[src/rtl/serial_bit_streamer.sv]
// serial_bit_streamer
// Parallel-to-serial source stage for the serial sequence detector. Words
// arrive on a valid/ready handshake. They leave one bit per clock on bit_out,
// MSB-first or LSB-first. An optional idle gap follows each word, and the
// block counts completed words.
//
// Ports:
//   clk         system clock, rising-edge active
//   reset       asynchronous active-low reset
//   din         parallel word to serialize (WIDTH bits)
//   din_valid   din holds a word to send
//   din_ready   block accepts din this cycle (combinational)
//   lsb_first   bit order, latched at word acceptance (1 = LSB first)
//   flush       synchronous abort of the current word/gap
//   bit_out     serial data (registered)
//   bit_valid   bit_out carries a word bit (registered)
//   busy        block is not idle (registered)
//   word_done   pulse while the last bit of a word is on bit_out
//   words_sent  completed-word counter, wraps at 16 bits
module serial_bit_streamer #(
  parameter int   WIDTH    = 8,
  parameter int   GAP      = 0,
  parameter logic IDLE_BIT = 1'b1
) (
  input  logic             clk,
  input  logic             reset,
  input  logic [WIDTH-1:0] din,
  input  logic             din_valid,
  output logic             din_ready,
  input  logic             lsb_first,
  input  logic             flush,
  output logic             bit_out,
  output logic             bit_valid,
  output logic             busy,
  output logic             word_done,
  output logic [15:0]      words_sent
);

  localparam int CNT_W = $clog2(WIDTH);
  localparam logic [CNT_W-1:0] LAST_BIT = CNT_W'(WIDTH - 1);
  localparam logic [7:0] GAP_LAST = (GAP > 0) ? 8'(GAP - 1) : 8'd0;
  localparam logic GAP_NONE = (GAP == 0);

  localparam logic [1:0] ST_IDLE  = 2'd0;
  localparam logic [1:0] ST_SHIFT = 2'd1;
  localparam logic [1:0] ST_GAP   = 2'd2;

  logic [1:0]       state_q, state_d;
  logic [WIDTH-1:0] shreg_q, shreg_d;
  logic             lsb_q, lsb_d;
  logic [CNT_W-1:0] bit_cnt_q, bit_cnt_d;
  logic [7:0]       gap_cnt_q, gap_cnt_d;
  logic             bit_out_q, bit_out_d;
  logic             bit_valid_q, bit_valid_d;
  logic             busy_q, busy_d;
  logic [15:0]      words_q, words_d;

  logic             last_bit_s;
  logic             gap_last_s;
  logic             accept_s;
  logic             first_bit_s;
  logic             next_bit_s;
  logic [WIDTH-1:0] shifted_s;

  // Handshake and word-boundary decode from registered state
  always_comb begin
    last_bit_s = (state_q == ST_SHIFT) && (bit_cnt_q == LAST_BIT);
    gap_last_s = (state_q == ST_GAP) && (gap_cnt_q == GAP_LAST);
    // Ready is held low during reset even though the state is already IDLE.
    din_ready  = reset && !flush &&
                 ((state_q == ST_IDLE) || (last_bit_s && GAP_NONE) || gap_last_s);
    accept_s   = din_valid && din_ready;
    word_done  = last_bit_s && !flush;
  end

  // Bit selection: the bit currently on the wire sits at the shift-out end
  // of shreg_q, so the next one is its neighbour.
  always_comb begin
    first_bit_s = lsb_first ? din[0] : din[WIDTH-1];
    if (lsb_q) begin
      next_bit_s = shreg_q[1];
      shifted_s  = {1'b0, shreg_q[WIDTH-1:1]};
    end else begin
      next_bit_s = shreg_q[WIDTH-2];
      shifted_s  = {shreg_q[WIDTH-2:0], 1'b0};
    end
  end

  // Next-state logic: flush beats accept, accept beats normal sequencing
  always_comb begin
    state_d     = state_q;
    shreg_d     = shreg_q;
    lsb_d       = lsb_q;
    bit_cnt_d   = bit_cnt_q;
    gap_cnt_d   = gap_cnt_q;
    bit_out_d   = bit_out_q;
    bit_valid_d = bit_valid_q;
    if (flush) begin
      state_d     = ST_IDLE;
      shreg_d     = '0;
      bit_cnt_d   = '0;
      gap_cnt_d   = 8'd0;
      bit_out_d   = IDLE_BIT;
      bit_valid_d = 1'b0;
    end else if (accept_s) begin
      // The first bit is registered straight from din so it appears next cycle.
      state_d     = ST_SHIFT;
      shreg_d     = din;
      lsb_d       = lsb_first;
      bit_cnt_d   = '0;
      gap_cnt_d   = 8'd0;
      bit_out_d   = first_bit_s;
      bit_valid_d = 1'b1;
    end else begin
      case (state_q)
        ST_IDLE: begin
          bit_out_d   = IDLE_BIT;
          bit_valid_d = 1'b0;
        end
        ST_SHIFT: begin
          if (last_bit_s) begin
            state_d     = GAP_NONE ? ST_IDLE : ST_GAP;
            bit_cnt_d   = '0;
            gap_cnt_d   = 8'd0;
            bit_out_d   = IDLE_BIT;
            bit_valid_d = 1'b0;
          end else begin
            bit_cnt_d   = bit_cnt_q + {{(CNT_W-1){1'b0}}, 1'b1};
            shreg_d     = shifted_s;
            bit_out_d   = next_bit_s;
            bit_valid_d = 1'b1;
          end
        end
        ST_GAP: begin
          bit_out_d   = IDLE_BIT;
          bit_valid_d = 1'b0;
          if (gap_last_s) begin
            state_d   = ST_IDLE;
            gap_cnt_d = 8'd0;
          end else begin
            gap_cnt_d = gap_cnt_q + 8'd1;
          end
        end
        default: begin
          state_d     = ST_IDLE;
          bit_cnt_d   = '0;
          gap_cnt_d   = 8'd0;
          bit_out_d   = IDLE_BIT;
          bit_valid_d = 1'b0;
        end
      endcase
    end
    busy_d = (state_d != ST_IDLE);
  end

  // Completed-word counter; word_done already excludes flushed words
  always_comb begin
    if (word_done) begin
      words_d = words_q + 16'd1;
    end else begin
      words_d = words_q;
    end
  end

  // State and output registers
  always_ff @(posedge clk or negedge reset) begin
    if (!reset) begin
      state_q     <= ST_IDLE;
      shreg_q     <= '0;
      lsb_q       <= 1'b0;
      bit_cnt_q   <= '0;
      gap_cnt_q   <= 8'd0;
      bit_out_q   <= IDLE_BIT;
      bit_valid_q <= 1'b0;
      busy_q      <= 1'b0;
      words_q     <= 16'd0;
    end else begin
      state_q     <= state_d;
      shreg_q     <= shreg_d;
      lsb_q       <= lsb_d;
      bit_cnt_q   <= bit_cnt_d;
      gap_cnt_q   <= gap_cnt_d;
      bit_out_q   <= bit_out_d;
      bit_valid_q <= bit_valid_d;
      busy_q      <= busy_d;
      words_q     <= words_d;
    end
  end

  assign bit_out    = bit_out_q;
  assign bit_valid  = bit_valid_q;
  assign busy       = busy_q;
  assign words_sent = words_q;

endmodule
[config.mk]
export PLATFORM = sky130hd
export DESIGN_NAME = serial_bit_streamer
export DESIGN_NICKNAME = d
export VERILOG_FILES = /design/src/rtl/serial_bit_streamer.sv
export SDC_FILE = /design/constraint.sdc
export NUM_CORES = 1
export LEC_CHECK = 0
export CAP_MARGIN = 5
export CORE_UTILIZATION = 40
export CTS_CLUSTER_DIAMETER = 60
export DETAILED_ROUTE_END_ITERATION = 16
export PLACE_DENSITY = 0.72
export SLEW_MARGIN = 20
export SYNTH_ARGS = -nofsm -noshare
export SYNTH_HDL_FRONTEND = slang
export SYNTH_SLANG_ARGS = --single-unit
[constraint.sdc]
create_clock -name clk -period 2.05 [get_ports clk]
set_clock_uncertainty 0.1 [all_clocks]
set_input_delay 0.3075 -clock clk [delete_from_list [all_inputs] [get_ports clk]]
set_output_delay 0.3075 -clock clk [all_outputs]
set_load 0.02 [all_outputs]
==> results.sh, run 1 <==
export IMPL_grt_use_total=0.175
export IMPL_tritoncts="done"
export IMPL_synthArstFlopShare=1.00
export IMPL_initial_core_util=0.414
export IMPL_p_int_w=0.00130
export IMPL_yosys_top_cells_area="dfrtp_1 (47%), mux2_2 (5.9%), xnor2_1 (4.1%)"
export IMPL_synth_most_common_cell="dfrtp_1"
export IMPL_dp_hpwl_mm=3.17
export IMPL_synth_cell_area_sq_um=2110
export IMPL_synthTopCellsByCount="dfrtp_1 (40), nand2_1 (15), mux2_2 (11), nor2_1 (11), xnor2_1 (10)"
export IMPL_root_buffer="clkbuf_8"
export IMPL_route_detailed_drc=0
export IMPL_antenna_found_initial=0
export IMPL_relSlewSlack=0.718
export IMPL_cp_depth=6
export IMPL_synth_simple_area_share=0.189
export IMPL_crit_chain="inv_2 -> ha_4 -> or4b_4 -> o22ai_2 -> and3b_1 -> buf_6"
export IMPL_setup_viol=1
export IMPL_postRouteAntennaNets=0
export IMPL_power_leakage_nw=1.35
export IMPL_grt_use_met3=0.0402
export IMPL_status="finished with violations"
export IMPL_synth_top_family_by_area="simple AND/OR/NAND/NOR gates"
export IMPL_worst_pin_slew_ns=0.422
export IMPL_fill_cells=459
export IMPL_hp_class="reg2reg"
export IMPL_grt_max_degree=17
export IMPL_coreArea_sq_um=5110
export IMPL_pin_count=34
export IMPL_endpoint="din_ready"
export IMPL_combPwrFrac=0.117
export IMPL_slew_violations=0
export IMPL_arrival_ns=1.81
export IMPL_gp_congestion=0.763
export IMPL_wl_mm=4.40
export IMPL_h_tree_depth=2
export IMPL_switchingPower_w=0.000385
export IMPL_setup_tns_final_ns=-0.164
export IMPL_cp_startpoint="gap_cnt_q[1]"
export IMPL_cts_max_path_buffers=2
export IMPL_avgRoutedWirePerCell_microns=13.5
export IMPL_synth_adder_area_share=0.0296
export IMPL_grt_busiest_layer="met2"
export IMPL_min_period_ns=2.21
export IMPL_cp_end_kind="output port"
export IMPL_grt_met2_usage=0.283
export IMPL_synthXorXnorAreaFrac=0.0663
export IMPL_r2r_end="gap_cnt_q[3]"
export IMPL_dpl_cell_count=310
export IMPL_critPathRequiredTime_ns=1.64
export IMPL_ys_types=43
export IMPL_ys_seq_elements=41
export IMPL_die_w_microns=74.7
export IMPL_r2r_start="gap_cnt_q[3]"
export IMPL_synth_area_mux_share=0.0917
export IMPL_synth_compound_area_frac=0.112
export IMPL_path_max_fanout=2
export IMPL_syn_to_final_growth_pct=35.9
export IMPL_synth_top_area_frac=0.473
export IMPL_timing_final_hold_violations=0
export IMPL_antenna_cells=0
export IMPL_numCtsBuffers=5
export IMPL_syn_avg_cell_area_sq_um=11.0
export IMPL_yosys_area_top_type="dfrtp_1"
export IMPL_grt_util_met1=0.228
export IMPL_grt_pass1_vias=1606
export IMPL_std_cell_rows=26
export IMPL_rsz0062_at_grt="true"
export IMPL_min_period_over_period=1.08
export IMPL_synth_edff_count=0
export IMPL_fmax_ghz=0.452
export IMPL_p_clk_frac=0.372
export IMPL_synth_net_count=210
export IMPL_failed_checks="negative setup slack"
export IMPL_ir_drop_uv=373
export IMPL_grt_pass1_wl_mm=7.38
export IMPL_start_kind="flip-flop"
export IMPL_first_iter_violations=55
export IMPL_drv_cap=0
export IMPL_synth_warnings=0
export IMPL_timing_worst_setup_path_type="reg2out"
export IMPL_die_y_microns=74.7
export IMPL_viasPerCell=5.17
export IMPL_slowest_delay_ns=0.47
export IMPL_critPathBufInv=2
export IMPL_layout_nets=273
export IMPL_power_frac_seq=0.511
export IMPL_vias=1687
export IMPL_utilization=0.562
export IMPL_clkSlewWorstSetupHoldPaths_ns=0.08
export IMPL_p_sw_frac=0.228
export IMPL_worst_skew_pair_late_latency_ns=0.29
export IMPL_ys_seq_area_frac=0.486
export IMPL_timing_final_ws_setup_ns=-0.164
export IMPL_synth_cells=192
export IMPL_grt_overflow_total=0
export IMPL_drt_pass1_iterations=6
export IMPL_powerDensity_nw_per_um2=588
export IMPL_final_cells=326
export IMPL_port_buffers=33
export IMPL_p_total_w=0.00169
export IMPL_synthFlopType="dfrtp_1"
export IMPL_rr_worst_depth=5
export IMPL_dieArea_sq_um=5580
export IMPL_critPathTopFamily="simple AND/OR/NAND/NOR gates"
export IMPL_reg2reg_setup_slack_ns=0.08
export IMPL_cts_sinks=41
export IMPL_cp_slowest_cell="or4b_4"
export IMPL_drive_gt1_frac=0.262
==> logic make-up (layout without fill, tap and decap cells) <==
family,after synthesis,in the layout
compound gates,32,32
xor+xnor,16,16
fa+ha+maj,5,5
buf+inv,11,75
flops,41,41
mux,18,18
simple gates,69,69
==> how the worst min path moves through the flow <==
| stage | from | end | slack, ns | depth (start not counted) |
|---|---|---|---|---|
| floorplan | reset | bit_cnt_q[0] | -0.09 | 0 |
| CTS | words_sent[15] | words_sent[15] | 0.39 | 1 |
| global placement | reset | gap_cnt_q[7] | 0.07 | 1 |
| finish | words_sent[15] | words_sent[15] | 0.38 | 1 |
| global route | words_sent[15] | words_sent[15] | 0.40 | 1 |
| detailed placement | reset | gap_cnt_q[7] | 0.07 | 1 |
==> final cells by class <==
cell class | count | area, sq um | share of cell area
sequential | 41 | 1030 | 0.358
multi-input combinational | 140 | 1080 | 0.375
tap | 70 | 87.6 | 0.0305
clock buffer | 6 | 72.6 | 0.0253
clock inverter | 2 | 35.0 | 0.0122
inverter | 4 | 15.0 | 0.00523
timing repair buffer | 63 | 557 | 0.194
==> power groups by stage <==
stage          registers (W)  clock network, W  logic (W)
5_1_grt             0.000867          0.000681   0.000219
4_1_cts             0.000863          0.000646   0.000189
2_1_floorplan       0.000866                 0   0.000109
3_5_place_dp        0.000879                 0   0.000182
3_3_place_gp        0.000878                 0   0.000179
6_report            0.000863          0.000628   0.000198
==> flip-flops by register name (all words and copies together), names as in the netlist <==
signal	count
words_sent	16
busy	1
gap_cnt_q	8
bit_cnt_q	3
bit_out	1
lsb_q	1
state_q	2
bit_valid	1
shreg_q	8
==> routing by layer <==
metal	wire (microns)	part of all wire	vias to the layer above
met4	75	0.017	0
li1	-	-	828
met2	2160	0.49	27
met5	0	0	-
met3	126	0.029	7
met1	2040	0.46	825
==> through the flow <==
stage	hold WS (ns)	cell area, sq um	setup WS (ns)
2_1_floorplan	-0.0881	2110	0.119
3_3_place_gp	0.0656	2650	-0.304
3_5_place_dp	0.0684	2650	-0.376
4_1_cts	0.388	2810	-0.192
5_1_grt	0.400	2870	-0.220
6_report	0.381	2870	-0.164
==> cells in the final DEF (no fill, tap or decap), types with 7 or more instances in the layout <==
cell and count:
nor2_1 11, xnor2_1 10, mux2_2 11, mux2i_1 7
nand2_1 15, a211oi_1 7, a31oi_1 7, buf_4 25
clkdlybuf4s50_1 30, dfrtp_1 40
==> worst register-to-register path, cell delays in order, from the launching register on <==
cell and delay (ns):
dfrtp_1 0.38, or4_4 0.54, buf_4 0.16, o311a_4 0.37, a41oi_1 0.23, a31oi_1 0.06
==> timing repair <==
item / in CTS / in global routing
buffers inserted: 1 / 4
gates cloned: 0 / 1
resized for setup: 17 / 10
setup endpoints to repair: 11 / 13
hold buffers: 2 / 0
pin swaps: 1 / 4
endpoints found under the hold margin: 11 / 0
Note: power is estimated with default switching activity, not from simulation.
==> inputs of run 2 (changes only) <==
Settings changed: ABC_AREA set to 1, CORE_MARGIN set to 8, PLACE_DENSITY 0.72 to 0.71, SKIP_LAST_GASP set to 1.
==> run 2 against run 1 <==
- the flow finishes with violations (negative hold slack)
- combinational power about the same
- hold slack got worse by 0.39 ns
- global-route usage decreased by 5.4 points
- sequential share of layout area decreased by 0.72 points
- first-iteration DRC count increased by 51%
- die area increased by 53%
- sequential power about the same
- utilization decreased by 3.7 points
- count of clock-buffer cells in the layout unchanged
- synthesized cell count increased by 51%
- largest cell class unchanged
==> results.sh, run 2 <==
export IMPL_ys_seq_elements=41
export IMPL_synth_compound_area_frac=0.0543
export IMPL_synth_simple_area_share=0.335
export IMPL_vias=1978
export IMPL_p_sw_frac=0.261
export IMPL_layout_nets=359
export IMPL_antenna_found_initial=0
export IMPL_combPwrFrac=0.123
export IMPL_status="finished with violations"
export IMPL_dieArea_sq_um=8520
export IMPL_failed_checks="negative hold slack"
export IMPL_min_period_ns=1.94
export IMPL_grt_overflow_total=0
export IMPL_synth_edff_count=0
export IMPL_h_tree_depth=2
export IMPL_cp_end_kind="output port"
export IMPL_cts_sinks=41
export IMPL_final_cell_mix="nand2_1 (83), inv_1 (40), dfrtp_1 (40)"
export IMPL_pin_count=34
export IMPL_dp_hpwl_mm=3.68
export IMPL_arrival_ns=1.54
export IMPL_hp_class="in2async"
export IMPL_synth_cell_area_sq_um=2330
export IMPL_switchingPower_w=0.000418
export IMPL_ys_seq_area_frac=0.441
export IMPL_die_w_microns=92.3
export IMPL_min_period_over_period=0.948
export IMPL_postCtsSetupBuffers=0
export IMPL_synth_top_area_frac=0.430
export IMPL_synthFlopType="dfrtp_1"
export IMPL_r2r_end="gap_cnt_q[5]"
export IMPL_fmax_ghz=0.514
export IMPL_gp_congestion=0.811
export IMPL_grt_use_total=0.122
export IMPL_wl_mm=5.05
export IMPL_rsz0062_at_grt="false"
export IMPL_relSlewSlack=0.637
export IMPL_drt_pass1_iterations=4
export IMPL_grt_use_met3=0.0202
export IMPL_synth_net_count=308
export IMPL_std_cell_rows=27
export IMPL_powerDensity_nw_per_um2=547
export IMPL_synthTopCellsByCount="nand2_1 (83), dfrtp_1 (40), inv_1 (40)"
export IMPL_drv_cap=0
export IMPL_path_max_fanout=2
export IMPL_setup_viol=0
export IMPL_yosys_area_top_type="dfrtp_1"
export IMPL_power_frac_seq=0.539
export IMPL_hold_ws_ns=-0.00640
export IMPL_synth_warnings=0
export IMPL_initial_core_util=0.418
export IMPL_grt_pass1_vias=1978
export IMPL_tritoncts="done"
export IMPL_largest_register_ffs=16
export IMPL_timing_final_ws_setup_ns=0.106
export IMPL_die_y_microns=92.3
export IMPL_yosys_top_cells_area="dfrtp_1 (43%), nand2_1 (13%), inv_1 (6.4%)"
export IMPL_syn_avg_cell_area_sq_um=8.03
export IMPL_port_buffers=33
export IMPL_power_leakage_nw=1.49
export IMPL_ys_types=32
export IMPL_grt_util_met1=0.145
export IMPL_synth_cells=290
export IMPL_p_total_w=0.00160
export IMPL_coreArea_sq_um=5570
export IMPL_route_detailed_drc=0
export IMPL_cts_max_path_buffers=2
export IMPL_root_buffer="clkbuf_8"
export IMPL_place_worst_setup_slack_ns=-0.126
export IMPL_drive_gt1_frac=0.152
export IMPL_r2r_start="bit_cnt_q[0]"
export IMPL_start_kind="flip-flop"
export IMPL_ir_drop_uv=289
export IMPL_slew_violations=0
export IMPL_rr_worst_depth=9
export IMPL_worst_pin_slew_ns=0.544
export IMPL_first_iter_violations=83
export IMPL_p_int_w=0.00118
export IMPL_synth_top_family_by_area="simple AND/OR/NAND/NOR gates"
export IMPL_grt_pass1_wl_mm=8.63
export IMPL_grt_busiest_layer="met2"
export IMPL_numCtsBuffers=5
export IMPL_grt_max_degree=42
export IMPL_synth_adder_area_share=0.0269
export IMPL_grt_met2_usage=0.210
export IMPL_timing_worst_setup_path_type="reg2out"
export IMPL_reg2reg_setup_slack_ns=0.22
export IMPL_postRouteAntennaNets=0
export IMPL_avgRoutedWirePerCell_microns=12.2
export IMPL_mostFrequentLayoutCell="nand2_1"
export IMPL_synthXorXnorAreaFrac=0.0527
export IMPL_synthArstFlopShare=1.00
export IMPL_critPathRequiredTime_ns=1.64
export IMPL_timing_final_hold_violations=7
export IMPL_syn_to_final_growth_pct=25.9
export IMPL_worst_skew_pair_late_latency_ns=0.29
export IMPL_synth_most_common_cell="nand2_1"
export IMPL_antenna_cells=0
export IMPL_synth_area_mux_share=0.00430
export IMPL_p_clk_frac=0.338
export IMPL_ctsHoldBuffers=0
export IMPL_viasPerCell=4.79
export IMPL_clkSlewWorstSetupHoldPaths_ns=0.08
==> run 2: cell count changes after synthesis, moves of 7 or more <==
| cell | change |
|---|---|
| a211oi_1 | -7 |
| a31oi_1 | -7 |
| inv_1 | +37 |
| mux2_2 | -11 |
| nand2_1 | +68 |
| nand3_1 | +23 |
| o211ai_1 | +7 |
==> run 2: how the worst max path moves through the flow <==
stage                  from          to  depth (start not counted)
3_3_place_gp          flush   din_ready                          4
4_1_cts        gap_cnt_q[0]   din_ready                          7
5_1_grt        bit_cnt_q[0]   din_ready                          5
2_1_floorplan  bit_cnt_q[0]  shreg_q[7]                          9
6_report       bit_cnt_q[0]   word_done                          6
3_5_place_dp          flush   din_ready                          4
==> run 2: kinds of logic after synthesis <==
group           Yosys count
flops                    41
fa+ha+maj                 5
buf+inv                  51
compound gates           17
xor+xnor                 14
mux                       1
simple gates            161
==> run 2: timing repair <==
item                       4_1_cts  5_1_grt
resized for setup                8        2
pin swaps                        0        1
setup endpoints to repair        2        1
==> run 2: cell type report <==
| cell class | count | area, sq um |
|---|---|---|
| fillers | 536 | 2640 |
| clock buffers | 6 | 82.6 |
| inverters | 44 | 166 |
| repair buffers | 51 | 453 |
| flip-flops and latches | 41 | 1030 |
| multi-input cells | 198 | 1100 |
| clock inverters | 1 | 7.51 |
| well taps | 72 | 90.1 |
==> run 2: layer usage <==
| layer | share of wire | wire [microns] |
|---|---|---|
| met5 | 0 | 0 |
| met4 | 0.015 | 76 |
| met3 | 0.028 | 142 |
| met2 | 0.50 | 2550 |
| met1 | 0.45 | 2290 |
==> run 2: stage by stage <==
step                setup TNS (ns)  hold slack [ns]  instances   util  cell area, sq um
floorplan                        0          -0.0881        290      -              2330
global placement            -0.124            0.328        406  0.511              2850
detailed placement          -0.146            0.339        406  0.511              2850
CTS                              0           0.0109        413  0.525              2930
global route                     0           0.0429        413  0.526              2930
finish                           0         -0.00640        413  0.526              2930
==> run 2: power groups by stage <==
stage	Combinational (W)	Sequential, W	Clock, W
final	0.000197	0.000863	0.000542
after global routing	0.000226	0.000869	0.000580
after CTS	0.000200	0.000863	0.000562
after detailed placement	0.000200	0.000879	0
after global placement	0.000196	0.000879	0
after floorplan	0.000120	0.000871	0
==> run 2: worst max-delay path, cell delays in order, from the launching register on <==
cell and delay [ns]:
dfrtp_1 0.39, ha_1 0.20, ha_1 0.21, buf_4 0.16, nand3_4 0.07, clkinv_2 0.06, buf_2 0.15
==> edit 1, RTL diff (settings of run 2) <==
Take the reset off `words_q` and load it in a clocked block of its own.
--- a/src/rtl/serial_bit_streamer.sv
+++ b/src/rtl/serial_bit_streamer.sv
@@ -173,7 +173,6 @@
       bit_out_q   <= IDLE_BIT;
       bit_valid_q <= 1'b0;
       busy_q      <= 1'b0;
-      words_q     <= 16'd0;
     end else begin
       state_q     <= state_d;
       shreg_q     <= shreg_d;
@@ -183,8 +182,11 @@
       bit_out_q   <= bit_out_d;
       bit_valid_q <= bit_valid_d;
       busy_q      <= busy_d;
-      words_q     <= words_d;
     end
+  end
+
+  always_ff @(posedge clk) begin
+    words_q <= words_d;
   end
 
   assign bit_out    = bit_out_q;
Check against the original RTL: differs if reset is asserted again (counterexample within 10 cycles, from zero or initial values and one cycle with reset low); with reset held inactive, the same outputs for 10 cycles.
==> edit 1 against run 2 <==
Critical path depth is 1 higher. Global-route usage shrank 0.32 points. Count of clock-buffer cells in the layout is the same. Design area is 0.47% higher. First-iteration DRC count is 9.6% lower. Sequential cell count unchanged. Power rose by 9.1%. Die area is 1.8% lower. Critical path type unchanged. Via count fell by 5.5%. Worst setup slack worse by 0.019 ns. Fmax decreased by 0.99%. Synthesized area shrank 2.1%. Highest routed layer unchanged. Routed wire length decreased by 5.0%.
==> edit 1: results (changes against run 2) <==
stage	metric	value	unit	change
critical_path	cp_max_fo	3		+1
grt	grtUsageMet1	13.6	%	-0.89 points
power_and_ir_drop	power.leakage	1.33	nW	-11%
synthesis	ys_top_cells_by_area	dfrtp_1 26%, edfxtp_1 21%, nand2_1 7.9%		
route	drtIter0Drc	75		-9.6%
critical_path	critical_path.top_delay_family	flip-flops		
route	wl_met3	291	µm	+100%
critical_path	crit_arrival	1.56	ns	+0.02 ns
grt	grt_pass1_wl	8.21	mm	-4.9%
grt	met2_usage	19.7	%	-1.3 points
route	firstDrtPassIters	4		unchanged
clock_network	cts_resized	7		-1
placed_design	globalplace.congestion	0.822		+1.4%
placed_design	dpl.hpwl	3.56	mm	-3.2%
grt	antenna_found_initial	0		unchanged
route	top_layer_used	met4		
synthesis	ys_async_sr_fraction	61.0	%	-39 points
hold_path	hold_class	input port to async pin		
placed_design	preCtsSetupSlack	-0.250	ns	-0.123 ns
grt	grt_max_degree	26		-38%
power_and_ir_drop	comb-power	191	µW	-3%
grt	grt_use_total	11.8	%	-0.32 points
synthesis	synth_nets	271		-12%
synthesis	yosysSeqAreaShare	48.6	%	+4.5 points
route	routed-wl-met2	2.27	mm	-11%
sta	setup_violations	0		unchanged
route	routed_wl	4.80	mm	-5.0%
power_and_ir_drop	switching_power	429	µW	+2.7%
power_and_ir_drop	ir_drop	0.281	mV	-2.6%
grt	grtUsageMet3	3.54	%	+1.5 points
clock_network	clk_pin_slew	0.08	ns	about the same
power_and_ir_drop	internal_power	1.32	mW	+11%
synthesis	yosys.area.top_type	dfrtp_1		
sta	relSlewSlack	68.7	%	+4.9 points
final_layout	fin_nets	325		-9.5%
final_layout	num-fill-cells	515		-3.9%
placed_design	place_area	0.00281	mm²	-1.2%
final_layout	layout-drive-gt1-share	18.2	%	+2.9 points
grt	grt_pass1_vias	1865		-5.7%
synthesis	ys_warn_count	0		unchanged
clock_network	clk-insertion-delay-late	0.30	ns	
power_and_ir_drop	p_clk	656	µW	+21%
route	met1_length	2.15	mm	-6.2%
synthesis	synth_edf_count	16		+16
synthesis	synth_common_cells	48 x nand2_1, 33 x inv_1, 28 x nand3_1, 24 x dfrtp_1, 16 x edfxtp_1		
clock_network	cts.htree.levels	2		unchanged
route	vias_per_cell	4.92		+2.7%
outcome	outcome	completed		
final_layout	largest_reg_flops	16		unchanged
job	maxCapViolCount	0		unchanged
synthesis	yosysUniqueCellTypes	34		+6.3%
[edit 1: area by class of cell]
| cell class | instances | area (µm²) | share of cell area, % |
|---|---|---|---|
| repair buffers | 54 | 493 | 16.7 |
| well taps | 72 | 90.1 | 3.06 |
| multi-input cells | 165 | 997 | 33.9 |
| flip-flops and latches | 41 | 1110 | 37.6 |
| clock inverters | 2 | 35.0 | 1.19 |
| inverters | 40 | 150 | 5.10 |
| clock buffers | 6 | 72.6 | 2.46 |
[edit 1: worst paths after layout]
path / from / end / slack [ns] / depth (start not counted)
setup / recovery: gap_cnt_q[0]$_DFFE_PN0P_ / din_ready / 0.09 / 7
hold / removal: reset / busy$_DFF_PN0_ / 0.30 / 2
setup reg to reg: gap_cnt_q[0]$_DFFE_PN0P_ / shreg_q[4]$_DFFE_PN0P_ / 0.25 / 13
hold reg to reg: bit_cnt_q[1]$_DFFE_PN0P_ / bit_cnt_q[1]$_DFFE_PN0P_ / 0.45 / 2
max in group asynchronous: reset / bit_out$_DFF_PN1_ / 1.25 / 2
min in group clk: bit_cnt_q[1]$_DFFE_PN0P_ / bit_cnt_q[1]$_DFFE_PN0P_ / 0.45 / 2
[edit 1: through the flow]
step	hold WS (ns)	TNS (ns)	cells
floorplan	-0.0881	0	253
global placement	0.427	-0.296	370
detailed placement	0.445	-0.328	370
CTS	0.311	0	378
global route	0.339	-0.0194	380
finish	0.304	0	380
[edit 1: kinds of logic (layout without fill, tap and decap cells)]
logic type / count (synthesis) / after routing / share of synthesized area [%]
simple gates: 118 / 118 / 25.9
buf+inv: 47 / 102 / 8.51
flops: 41 / 41 / 48.6
compound gates: 26 / 26 / 8.02
xor+xnor: 15 / 15 / 5.77
fa+ha+maj: 5 / 5 / 2.75
mux: 1 / 1 / 0.439
==> edit 2, RTL diff (config.mk and constraints of run 2) <==
Without the edit above. Change the parameter `WIDTH` from 8 to 4.
--- a/src/rtl/serial_bit_streamer.sv
+++ b/src/rtl/serial_bit_streamer.sv
@@ -18,7 +18,7 @@
 //   word_done   pulse while the last bit of a word is on bit_out
 //   words_sent  completed-word counter, wraps at 16 bits
 module serial_bit_streamer #(
-  parameter int   WIDTH    = 8,
+  parameter int   WIDTH    = 4,
   parameter int   GAP      = 0,
   parameter logic IDLE_BIT = 1'b1
 ) (
Ports: changed (resized din); port bits go from 34 to 30. The function was not compared with the original's and may differ.
==> edit 2 against run 2 <==
Worst setup slack improved by 0.016 ns. Register-to-register slack gained 0.06 ns. Sequential share of layout area about the same. Power decreased by 6.9%. Routed wire length fell by 16%. Sequential power fell by 14%. Non-clock buffer count shrank 4. Design area shrank 12%. Synthesized area is 16% lower. Sequential cell count is 5 lower. Largest cell class unchanged. Largest power group unchanged.
==> edit 2: results (changes against run 2) <==
stage	metric	value	unit	change
sta	relSlewSlack	70.4	%	+6.6 points
grt	grtUsageMet1	14.9	%	+0.39 points
route	wl_met3	241	µm	+70%
grt	grt_pass1_wl	7.57	mm	-12%
final_layout	final_cell_area	0.00257	mm²	-12%
synthesis	synth_common_cells	67 x nand2_1, 35 x dfrtp_1, 32 x inv_1, 25 x nand3_1, 15 x nor2_1		
synthesis	syn_inst	241		-17%
final_layout	multi_input_area	921	µm²	-17%
placed_design	dpl.hpwl	3.25	mm	-12%
power_and_ir_drop	clkPwrFrac	41.4	%	+7.6 points
final_layout	buffers	47		-7.8%
power_and_ir_drop	p_clk	618	µW	+14%
power_and_ir_drop	ir_drop	0.322	mV	+12%
grt	grt_max_degree	37		-12%
placed_design	globalplace.congestion	0.847		+4.5%
final_layout	fin_nets	306		-15%
floorplanning	chipWidth	86.1	µm	-6.7%
hold_path	hold_class	register to register		
grt	grt_use_total	13.0	%	+0.80 points
grt	grtUsageMet3	3.34	%	+1.3 points
route	met1_length	2.00	mm	-12%
final_layout	sh_seq_area	35.1	%	about the same
final_layout	clk_share	4.18	%	+1.1 points
grt	grt_pass1_vias	1731		-12%
power_and_ir_drop	switching_power	347	µW	-17%
final_layout	instances_no_fill	361		-13%
final_layout	area_dominant_class	multi-input combinational cells		
synthesis	yosysUniqueCellTypes	29		-9.4%
clock_network	cts.sinks	36		-12%
grt	met2_usage	21.0	%	about the same
final_layout	num-fill-cells	428		-20%
placed_design	dp_cells	353		-13%
final_layout	multi_input_cells	167		-16%
final_layout	nNonClkInverters	36		-18%
route	routed-wl-met2	1.91	mm	-25%
power_and_ir_drop	power.leakage	1.33	nW	-11%
route	drtIter0Drc	95		+14%
route	routed_wl	4.25	mm	-16%
placed_design	preCtsSetupSlack	-0.237	ns	-0.111 ns
critical_path	crit_arrival	1.52	ns	-0.02 ns
outcome	outcome	completed		
synthesis	ys_top_cells_by_area	dfrtp_1 45%, nand2_1 13%, nand3_1 6.4%		
placed_design	io_buffers	29		-12%
clock_network	post_cts_buffers	0		unchanged
route	vias_per_cell	4.84		+1.1%
synthesis	ys_async_sr_fraction	100	%	unchanged
power_and_ir_drop	p_seq_share	49.5	%	-4.4 points
placed_design	place_area	0.00246	mm²	-14%
synthesis	synth_nets	254		-18%
[edit 2: cell count changes in the layout (fill, tap and decap cells not counted), sizes merged, moves of 3 or more]
cell / delta
nand3: -6
o211ai: -6
inv: -8
nor2: -3
nand2: -13
nand4: -3
o21ai: +3
dfrtp: -5
clkdlybuf4s50: -3
[edit 2: cells by family (layout without fill, tap and decap cells)]
group / after synthesis / in the layout / synth area share (%)
AOI/OAI and AO/OA: 15 / 15 / 4.46
xor gates and xnor gates: 15 / 15 / 6.68
adders and majority gates: 4 / 4 / 2.55
buffers and inverters: 38 / 91 / 7.77
DFF: 36 / 36 / 45.9
muxes: 2 / 2 / 1.08
and+or+nand+nor: 131 / 131 / 31.6
[edit 2: worst paths after layout]
path	end	slack, ns	start	cells past startpoint
max	din_ready	0.12	gap_cnt_q[0]$_DFFE_PN0P_	7
min	shreg_q[0]$_DFFE_PN0P_	0.39	shreg_q[0]$_DFFE_PN0P_	2
max reg2reg	shreg_q[0]$_DFFE_PN0P_	0.28	bit_cnt_q[0]$_DFFE_PN0P_	9
min reg2reg	shreg_q[0]$_DFFE_PN0P_	0.39	shreg_q[0]$_DFFE_PN0P_	2
max in group asynchronous	bit_out$_DFF_PN1_	1.06	reset	2
min in group asynchronous	words_sent[11]$_DFFE_PN0P_	0.45	reset	2
[edit 2: critical path: cells and delay by family, from the launching register on]
| kind | cells | cell delay (ns) |
|---|---|---|
| AND/OR/NAND/NOR | 2 | 0.25 |
| flip-flops | 1 | 0.38 |
| AO/OA/AOI/OAI | 1 | 0.18 |
| adder cells (fa/ha/maj) | 1 | 0.14 |
| buffers and inverters | 3 | 0.28 |
[edit 2: timing repair]
| item | in CTS | in global routing |
|---|---|---|
| gates resized for setup | 3 | 6 |
| setup endpoints to repair | 2 | 1 |
| pin swaps | 0 | 1 |
